==> config.mk <==
export PLATFORM = sky130hd
export DESIGN_NAME = store_occupancy_counter_flat
export DESIGN_NICKNAME = d
export VERILOG_FILES = /design/src/rtl/store_occupancy_counter_pkg.sv /design/src/rtl/store_occupancy_counter_if.sv /design/src/rtl/store_occupancy_counter_pad_edge_sync.sv /design/src/rtl/store_occupancy_counter.sv /design/src/flat_wrapper.sv
export SDC_FILE = /design/constraint.sdc
export NUM_CORES = 1
export LEC_CHECK = 0
export CORE_ASPECT_RATIO = 0.7
export CORE_MARGIN = 5
export CORE_UTILIZATION = 27
export CTS_BUF_LIST = sky130_fd_sc_hd__clkbuf_2 sky130_fd_sc_hd__clkbuf_4 sky130_fd_sc_hd__clkbuf_8
export DETAILED_ROUTE_END_ITERATION = 7
export GPL_TIMING_DRIVEN = 0
export HOLD_SLACK_MARGIN = 0.1
export PLACE_DENSITY = 0.53
export REMOVE_ABC_BUFFERS = 1
export SETUP_SLACK_MARGIN = 0.15
export SLEW_MARGIN = 20
export SYNTH_ARGS = -nofsm -noshare
export SYNTH_HDL_FRONTEND = slang
export SYNTH_SLANG_ARGS = --single-unit
export TNS_END_PERCENT = 5
==> constraint.sdc <==
create_clock -name clk -period 6.21 [get_ports clk]
set_clock_uncertainty 0.2 [all_clocks]
set_input_delay 0.621 -clock clk [delete_from_list [all_inputs] [get_ports clk]]
set_output_delay 0.621 -clock clk [all_outputs]
set_load 0.02 [all_outputs]
==> src/rtl/store_occupancy_counter_pkg.sv <==
// Shared defaults and the occupancy count type, reused by the counter and
// the downstream display/door-control logic.
package store_occupancy_counter_pkg;

  localparam int OCC_WIDTH       = 5;
  localparam int OCC_CAPACITY    = 31;
  localparam int OCC_SYNC_STAGES = 2;

  typedef logic [OCC_WIDTH-1:0] occ_count_t;

  // Largest count representable in a given width.
  function automatic int occ_max(input int width);
    return (1 << width) - 1;
  endfunction

endpackage

==> src/rtl/store_occupancy_counter_if.sv <==
// Doorway pad inputs and occupancy status outputs as one bundle.
interface store_occupancy_counter_if #(
  parameter int WIDTH = store_occupancy_counter_pkg::OCC_WIDTH
);
  logic             pressure_in;
  logic             pressure_out;
  logic [WIDTH-1:0] count;
  logic             full;
  logic             empty;
  logic             overflow_err;
  logic             underflow_err;

  // master: pad/test side driving presses and observing status
  modport master (
    output pressure_in, pressure_out,
    input  count, full, empty, overflow_err, underflow_err
  );

  // slave: the counter
  modport slave (
    input  pressure_in, pressure_out,
    output count, full, empty, overflow_err, underflow_err
  );
endinterface

==> src/rtl/store_occupancy_counter_pad_edge_sync.sv <==
// Multi-flop synchronizer for one asynchronous pad followed by a rising-edge
// detector; emits a single-cycle pulse per sampled 0->1 transition.
module pad_edge_sync #(
  parameter int SYNC_STAGES = store_occupancy_counter_pkg::OCC_SYNC_STAGES
) (
  input  logic clk,
  input  logic reset,
  input  logic async_in,
  output logic pulse_out
);

  logic [SYNC_STAGES-1:0] sync_pipe;
  logic                   prev;

  always_ff @(posedge clk) begin
    if (reset) begin
      sync_pipe <= '0;
      prev      <= 1'b0;
    end else begin
      sync_pipe <= {sync_pipe[SYNC_STAGES-2:0], async_in};
      prev      <= sync_pipe[SYNC_STAGES-1];
    end
  end

  // prev clears on reset, so a pad held through reset release fires once.
  assign pulse_out = sync_pipe[SYNC_STAGES-1] & ~prev;

endmodule

==> src/rtl/store_occupancy_counter.sv <==
// Doorway occupancy counter: synchronized entry/exit pad events drive a
// saturating head-count with registered full/empty flags and error pulses.
module store_occupancy_counter
  import store_occupancy_counter_pkg::*;
#(
  parameter int WIDTH       = OCC_WIDTH,
  parameter int CAPACITY    = OCC_CAPACITY,
  parameter int SYNC_STAGES = OCC_SYNC_STAGES
) (
  input  logic                       clk,
  input  logic                       reset,
  store_occupancy_counter_if.slave   bus
);

  localparam int NUM_PADS = 2;
  localparam logic [WIDTH-1:0] CAP = WIDTH'(CAPACITY);

  generate
    if (CAPACITY > occ_max(WIDTH) || CAPACITY < 1)
      $error("CAPACITY must be in 1 .. 2**WIDTH-1");
    if (SYNC_STAGES < 2)
      $error("SYNC_STAGES must be at least 2");
  endgenerate

  // pad 0 = entrance, pad 1 = exit
  logic [NUM_PADS-1:0] pad_raw;
  logic [NUM_PADS-1:0] pad_evt;

  assign pad_raw = {bus.pressure_out, bus.pressure_in};

  for (genvar i = 0; i < NUM_PADS; i++) begin : g_pad
    pad_edge_sync #(.SYNC_STAGES(SYNC_STAGES)) u_pad (
      .clk       (clk),
      .reset     (reset),
      .async_in  (pad_raw[i]),
      .pulse_out (pad_evt[i])
    );
  end

  logic             inc, dec;
  logic [WIDTH-1:0] count_q, count_nxt;
  logic             full_q, empty_q, ovf_q, unf_q;
  logic             ovf_nxt, unf_nxt;

  assign inc = pad_evt[0];
  assign dec = pad_evt[1];

  // Simultaneous entry and exit cancel, even at the saturation limits.
  always_comb begin
    count_nxt = count_q;
    ovf_nxt   = 1'b0;
    unf_nxt   = 1'b0;
    case ({inc, dec})
      2'b10: begin
        if (count_q == CAP) ovf_nxt   = 1'b1;
        else                count_nxt = count_q + 1'b1;
      end
      2'b01: begin
        if (count_q == '0)  unf_nxt   = 1'b1;
        else                count_nxt = count_q - 1'b1;
      end
      default: ;
    endcase
  end

  always_ff @(posedge clk) begin
    if (reset) begin
      count_q <= '0;
      full_q  <= 1'b0;
      empty_q <= 1'b1;
      ovf_q   <= 1'b0;
      unf_q   <= 1'b0;
    end else begin
      count_q <= count_nxt;
      full_q  <= (count_nxt == CAP);
      empty_q <= (count_nxt == '0);
      ovf_q   <= ovf_nxt;
      unf_q   <= unf_nxt;
    end
  end

  assign bus.count         = count_q;
  assign bus.full          = full_q;
  assign bus.empty         = empty_q;
  assign bus.overflow_err  = ovf_q;
  assign bus.underflow_err = unf_q;

endmodule

==> src/flat_wrapper.sv <==
// flat-port wrapper written by rule: the top's interface ports become plain ports
module store_occupancy_counter_flat import store_occupancy_counter_pkg::*;
#(
  parameter int WIDTH       = OCC_WIDTH,
  parameter int CAPACITY    = OCC_CAPACITY,
  parameter int SYNC_STAGES = OCC_SYNC_STAGES
)
  (clk, reset, bus_pressure_in, bus_pressure_out, bus_count, bus_full, bus_empty, bus_overflow_err, bus_underflow_err);
  store_occupancy_counter_if #(.WIDTH(WIDTH)) bus_i ();
  input  logic clk;
  input  logic reset;
  input wire logic [$bits(bus_i.pressure_in)-1:0] bus_pressure_in;
  input wire logic [$bits(bus_i.pressure_out)-1:0] bus_pressure_out;
  output wire logic [$bits(bus_i.count)-1:0] bus_count;
  output wire logic [$bits(bus_i.full)-1:0] bus_full;
  output wire logic [$bits(bus_i.empty)-1:0] bus_empty;
  output wire logic [$bits(bus_i.overflow_err)-1:0] bus_overflow_err;
  output wire logic [$bits(bus_i.underflow_err)-1:0] bus_underflow_err;
  assign bus_i.pressure_in = bus_pressure_in;
  assign bus_i.pressure_out = bus_pressure_out;
  assign bus_count = bus_i.count;
  assign bus_full = bus_i.full;
  assign bus_empty = bus_i.empty;
  assign bus_overflow_err = bus_i.overflow_err;
  assign bus_underflow_err = bus_i.underflow_err;
  store_occupancy_counter #(.WIDTH(WIDTH), .CAPACITY(CAPACITY), .SYNC_STAGES(SYNC_STAGES)) u_core (.clk(clk), .reset(reset), .bus(bus_i));
endmodule
* After elaboration in Yosys (flattened, before gate mapping) *
Index checks and enable logic that the tools add are counted.

word-level totals
  flip-flop bits (word level) = 15

operators by class
  muxes and demuxes = 5
  bitwise logic cells = 6
  $add $sub $neg = 2
  reduce and logical (&&, ||, !) cells = 4
  equal/unequal tests = 4

operators with widths
  cell                                               count
  == test 5 bit (second input constant)              2
  zero test 5 bit                                    2
  two-way mux 5 bit                                  2
  one-hot mux 5 bit (2 select lines)                 1
  adder 5 x 1 -> 5 bit (second input constant)       1
  subtractor 5 x 1 -> 5 bit (second input constant)  1
  NOT 1 bit                                          4
  OR reduction 2 bit                                 2
  bitwise AND 1 bit                                  2
  == test 2 x 1 -> 1 bit (second input constant)     1
  == test 2 bit (second input constant)              1
  two-way mux 1 bit                                  2

* Depth between registers and ports, before layout *
  word-level depth = 5
  mapped depth = 8
  depth with buffers taken out = 8

* Cells and area by module *
A second synthesis with hierarchy kept.

unflattened totals
  cells, all modules = 85
  area, all modules = 814.5 um^2

modules (own cells, without submodules)
  module                   sequential area each (um^2)  instances  area each (um^2)  cells each
  store_occupancy_counter  180.2                        1          639.4             71
  pad_edge_sync            60.1                         2          87.6              7

* Least setup slack after synthesis *
No wires, ideal clock.

  path kind = reg2reg
  start = reg u_core.g_pad[1].u_pad.sync_pipe[1]
  end = reg u_core.empty_q (netlist: u_core.bus.empty)
  buffers on the path = 1
  data arrival time = 1.793 ns
  slack = 4.156 ns
  stages on the path, launching flop included = 9
  library setup time = 0.060 ns
  clock period less this slack = 2.054 ns
  required time = 5.950 ns
  cell sequence = dfxtp_1 > nor2b_1 > ha_1 > clkbuf_1 > a41o_2 > nand2_1 > o31ai_1 > a311oi_1 > a41o_1

between the ends
  cells in the longest elaborated chain, start to end = 4
  elaborated cells between the ends (all ways) = 5

RTL lines
  what                                                            RTL line                                     source
  start: declaration                                              store_occupancy_counter_pad_edge_sync.sv:12  logic [SYNC_STAGES-1:0] sync_pipe;
  start signal: assignment                                        store_occupancy_counter_pad_edge_sync.sv:20  sync_pipe <= {sync_pipe[SYNC_STAGES-2:0], async_in};
  bitwise AND 1 bit (*)                                           store_occupancy_counter_pad_edge_sync.sv:26  assign pulse_out = sync_pipe[SYNC_STAGES-1] & ~prev;
  == test 2 x 1 -> 1 bit / == test 2 bit (equally long branches)  store_occupancy_counter.sv:53                case ({inc, dec})
  one-hot mux 5 bit (2 select lines) (*)                          store_occupancy_counter.sv:53
  zero test 5 bit (*)                                             store_occupancy_counter.sv:76                empty_q <= (count_nxt == '0);
  end signal: assignment                                          store_occupancy_counter.sv:76
  end: declaration                                                store_occupancy_counter.sv:42                logic full_q, empty_q, ovf_q, unf_q;

Every way passes the cells marked *; elsewhere a longest branch is shown, timed or not.
A chain may end at the register's enable or synchronous reset.

* Worst setup path in the final report *
  start = reg u_core.count_q[3] (netlist: u_core.bus.count[3])
  end = out bus_count[3]

RTL lines
  what                      RTL line                       source
  start: declaration        store_occupancy_counter.sv:41  logic [WIDTH-1:0] count_q, count_nxt;
  start signal: assignment  store_occupancy_counter.sv:74  count_q <= count_nxt;
  end: declaration          flat_wrapper.sv:14             output wire logic [$bits(bus_i.count)-1:0] bus_count;

No word-level cell between the ends.

==> results.md <==
- Status: finished, final reports clean
- Clock power share: 40.8%
- Crit Path Category: reg -> out
- Final nets: 108
- Top post-synthesis cells by count: 15 x dfxtp_1, 11 x nor2_1, 10 x nor2b_1, 6 x inv_1, 6 x nand2_1
- Worst Path Max Fanout: 12
- Final Cell Area: 972 sq um
- Drt total wl: 1570 um
- Final Max Tran Viols: 0
- Top cells by area, synth: dfxtp_1 39%, nor2b_1 8.0%, ha_1 6.4%
- Unrepaired setup endpoints after global routing: no
- Mapped Cells: 87
- Power Total: 0.194 mW
- Initial antenna violation count: 0
- Worst Hold Class: reg -> reg
- Largest net degree at the start of global routing: 15
- P&R area growth vs syn: 24.9%
- Count leader, synth: dfxtp_1
- Worst hold slack: 0.236 ns
- H-tree levels: 1
- Fill cells: 265
- MaxCap Viol Count: 0
- Critical path startpoint category: flip-flop
- Crit path arrival time: 1.51 ns
- Routed Antenna Nets: 0
- Drt first pass iters: 4
- Fmax achieved: 429 MHz
- Core area: 2780 sq um
- Layout cell share with drive strength beyond 1: 10.1%
- Root Buffer: clkbuf_8
- Final hold violations: 0
- Final period utilization: 37.6%
- First-pass GRT wire length: 2550 um
- Rows: 16
- Cell area after synthesis: 778 sq um
- Int Power: 0.155 mW
- Crit end category: output port
- Worst-path clk slew: 0.06 ns
- IO buf count: 12
- Via count: 626
- Number of setup violations in the final report: 0
- Placed cell area: 923 sq um
- Number of synthesized register bits: 15
- Crit path cell chain: clkdlybuf4s50_1
- # diodes: 0
- Post-DP HPWL: 1180 um
- Die footprint: 4070 sq um
- CP top delay family: buffers and inverters
- Latest clock arrival within the worst-skew pair: 0.24 ns
- Slowest-stage cell, CP: clkdlybuf4s50_1
- P_sw: 0.0386 mW
- Setup TNS: 0 ns
- Vias per inst: 4.64
- YS warnings: 0
- GPL Wtd Cong: 0.770
- # hold bufs at CTS: 0
- Syn avg cell area: 8.95 sq um
- Total clock sinks: 15
- Count of cell types in the netlist: 30
- TritonCTS clock tree: yes
- Peak supply drop: 0.141 mV
- Ys flop type: dfxtp_1
- Logic gate share of total power: 8.0%
- Initial DRC Count: 42
- P_leak: 0.379 nW
- Drt drc: 0
- Cell taking the most area after synthesis: dfxtp_1
- Worst rel slew slack: 65.2%
- Req. time, crit path: 5.39 ns
- Placed cell count: 131
- Resized Gates After CTS: 0
- Fin crit period: 2.33 ns
- DR WL/cell: 11.6 um
- CTS buffer count: 3
- Worst Max-Slew Pin Slew: 0.518 ns
- Die height: 54.9 um
- Worst Path Buf+Inv: 1
- Vias in the first global route: 533
- Slowest stage delay, CP: 0.69 ns
- Async SR Flop Fraction: 0%
- Sequential fraction of design power: 51.1%
- Post-synthesis sequential area ratio: 38.6%
- GRT Residual Overflow: 0
- Max clock buf depth: 2
- Die X: 74.2 um
- IO Pins: 13
- Synth top area share: 38.6%
- GRT Resource Usage Total: 8.40%
- Setup bufs post-CTS: 0
- Post-synth EDFFs: 0
- Switch share: 19.9%
- Pwr/cell area: 199 nW/um^2
- Count of non-filler cells in the finished layout: 135
- Initial Utilization: 28.0%
area by class of cell:
| type | instances | area (sq um) | share of cell area (%) |
|---|---|---|---|
| Inverter | 6 | 22.5 | 2.32 |
| Sequential cell | 15 | 300 | 30.9 |
| Clock buffer | 4 | 48.8 | 5.02 |
| Tap cell | 36 | 45.0 | 4.63 |
| Timing Repair Buffer | 12 | 120 | 12.4 |
| Multi-Input combinational cell | 62 | 435 | 44.8 |
flip-flops by register name, summed over array words and instances (netlist names):
signal and flops:
u_core.g_pad.u_pad.prev 2, u_core.bus.empty 1, u_core.bus.overflow_err 1, u_core.g_pad.u_pad.sync_pipe 4, u_core.bus.full 1, u_core.bus.underflow_err 1, u_core.bus.count 5
metrics by stage:
stage          util, %  setup WS [ns]
2_1_floorplan        -           4.22
3_3_place_gp      33.2           3.94
3_5_place_dp      33.2           3.98
4_1_cts           34.9           3.87
5_1_grt           34.9           3.76
6_report          34.9           3.88
power by group through the flow:
| stage | combinational, mW | clock (mW) | sequential, mW |
|---|---|---|---|
| after floorplan | 0.00906 | 0 | 0.102 |
| after global placement | 0.0153 | 0 | 0.101 |
| after detailed placement | 0.0155 | 0 | 0.101 |
| after CTS | 0.0154 | 0.0825 | 0.0991 |
| after global routing | 0.0173 | 0.0868 | 0.0992 |
| final | 0.0156 | 0.0792 | 0.0991 |
layer usage:
metal	global-route usage, %	routed length, um
met5	0	0
met1	11.9	781
met4	1.51	0
met3	3.79	96
met2	11.6	688
cells in the final DEF (no fill, tap or decap), types with 2 or more instances in the layout:
| master | synthesis | layout |
|---|---|---|
| nor2b_1 | 10 | 10 |
| o21ai_0 | 3 | 3 |
| dfxtp_1 | 15 | 15 |
| mux2i_1 | 2 | 2 |
| nand2b_1 | 3 | 3 |
| a211oi_1 | 2 | 2 |
| nor3_1 | 4 | 4 |
| clkbuf_8 | 0 | 3 |
| nand2_1 | 6 | 6 |
| inv_1 | 6 | 6 |
| nor2_1 | 11 | 11 |
| a21oi_1 | 2 | 2 |
| ha_1 | 4 | 4 |
| clkdlybuf4s50_1 | 0 | 12 |
worst paths after layout:
kind | depth (start not counted) | endpoint | slack (ns) | from
worst min register to register | 1 | u_core.g_pad[1].u_pad.sync_pipe[1]$_SDFF_PP0_ | 0.24 | u_core.g_pad[1].u_pad.sync_pipe[0]$_SDFF_PP0_
worst max-delay path | 1 | bus_count[3] | 3.88 | u_core.bus.count[3]$_SDFF_PP0_
worst min-delay path | 1 | u_core.g_pad[1].u_pad.sync_pipe[1]$_SDFF_PP0_ | 0.24 | u_core.g_pad[1].u_pad.sync_pipe[0]$_SDFF_PP0_
worst max register to register | 8 | u_core.bus.empty$_SDFF_PP1_ | 3.95 | u_core.g_pad[1].u_pad.sync_pipe[1]$_SDFF_PP0_
cells by family after synthesis:
logic type / share of synthesized area, %
AND/OR/NAND/NOR: 31.7
multiplexers: 2.57
AO/OA/AOI/OAI: 15.3
adder cells (fa/ha/maj): 6.43
buffers and inverters: 5.47
flip-flops: 38.6
(Power assumes the default switching activity.)
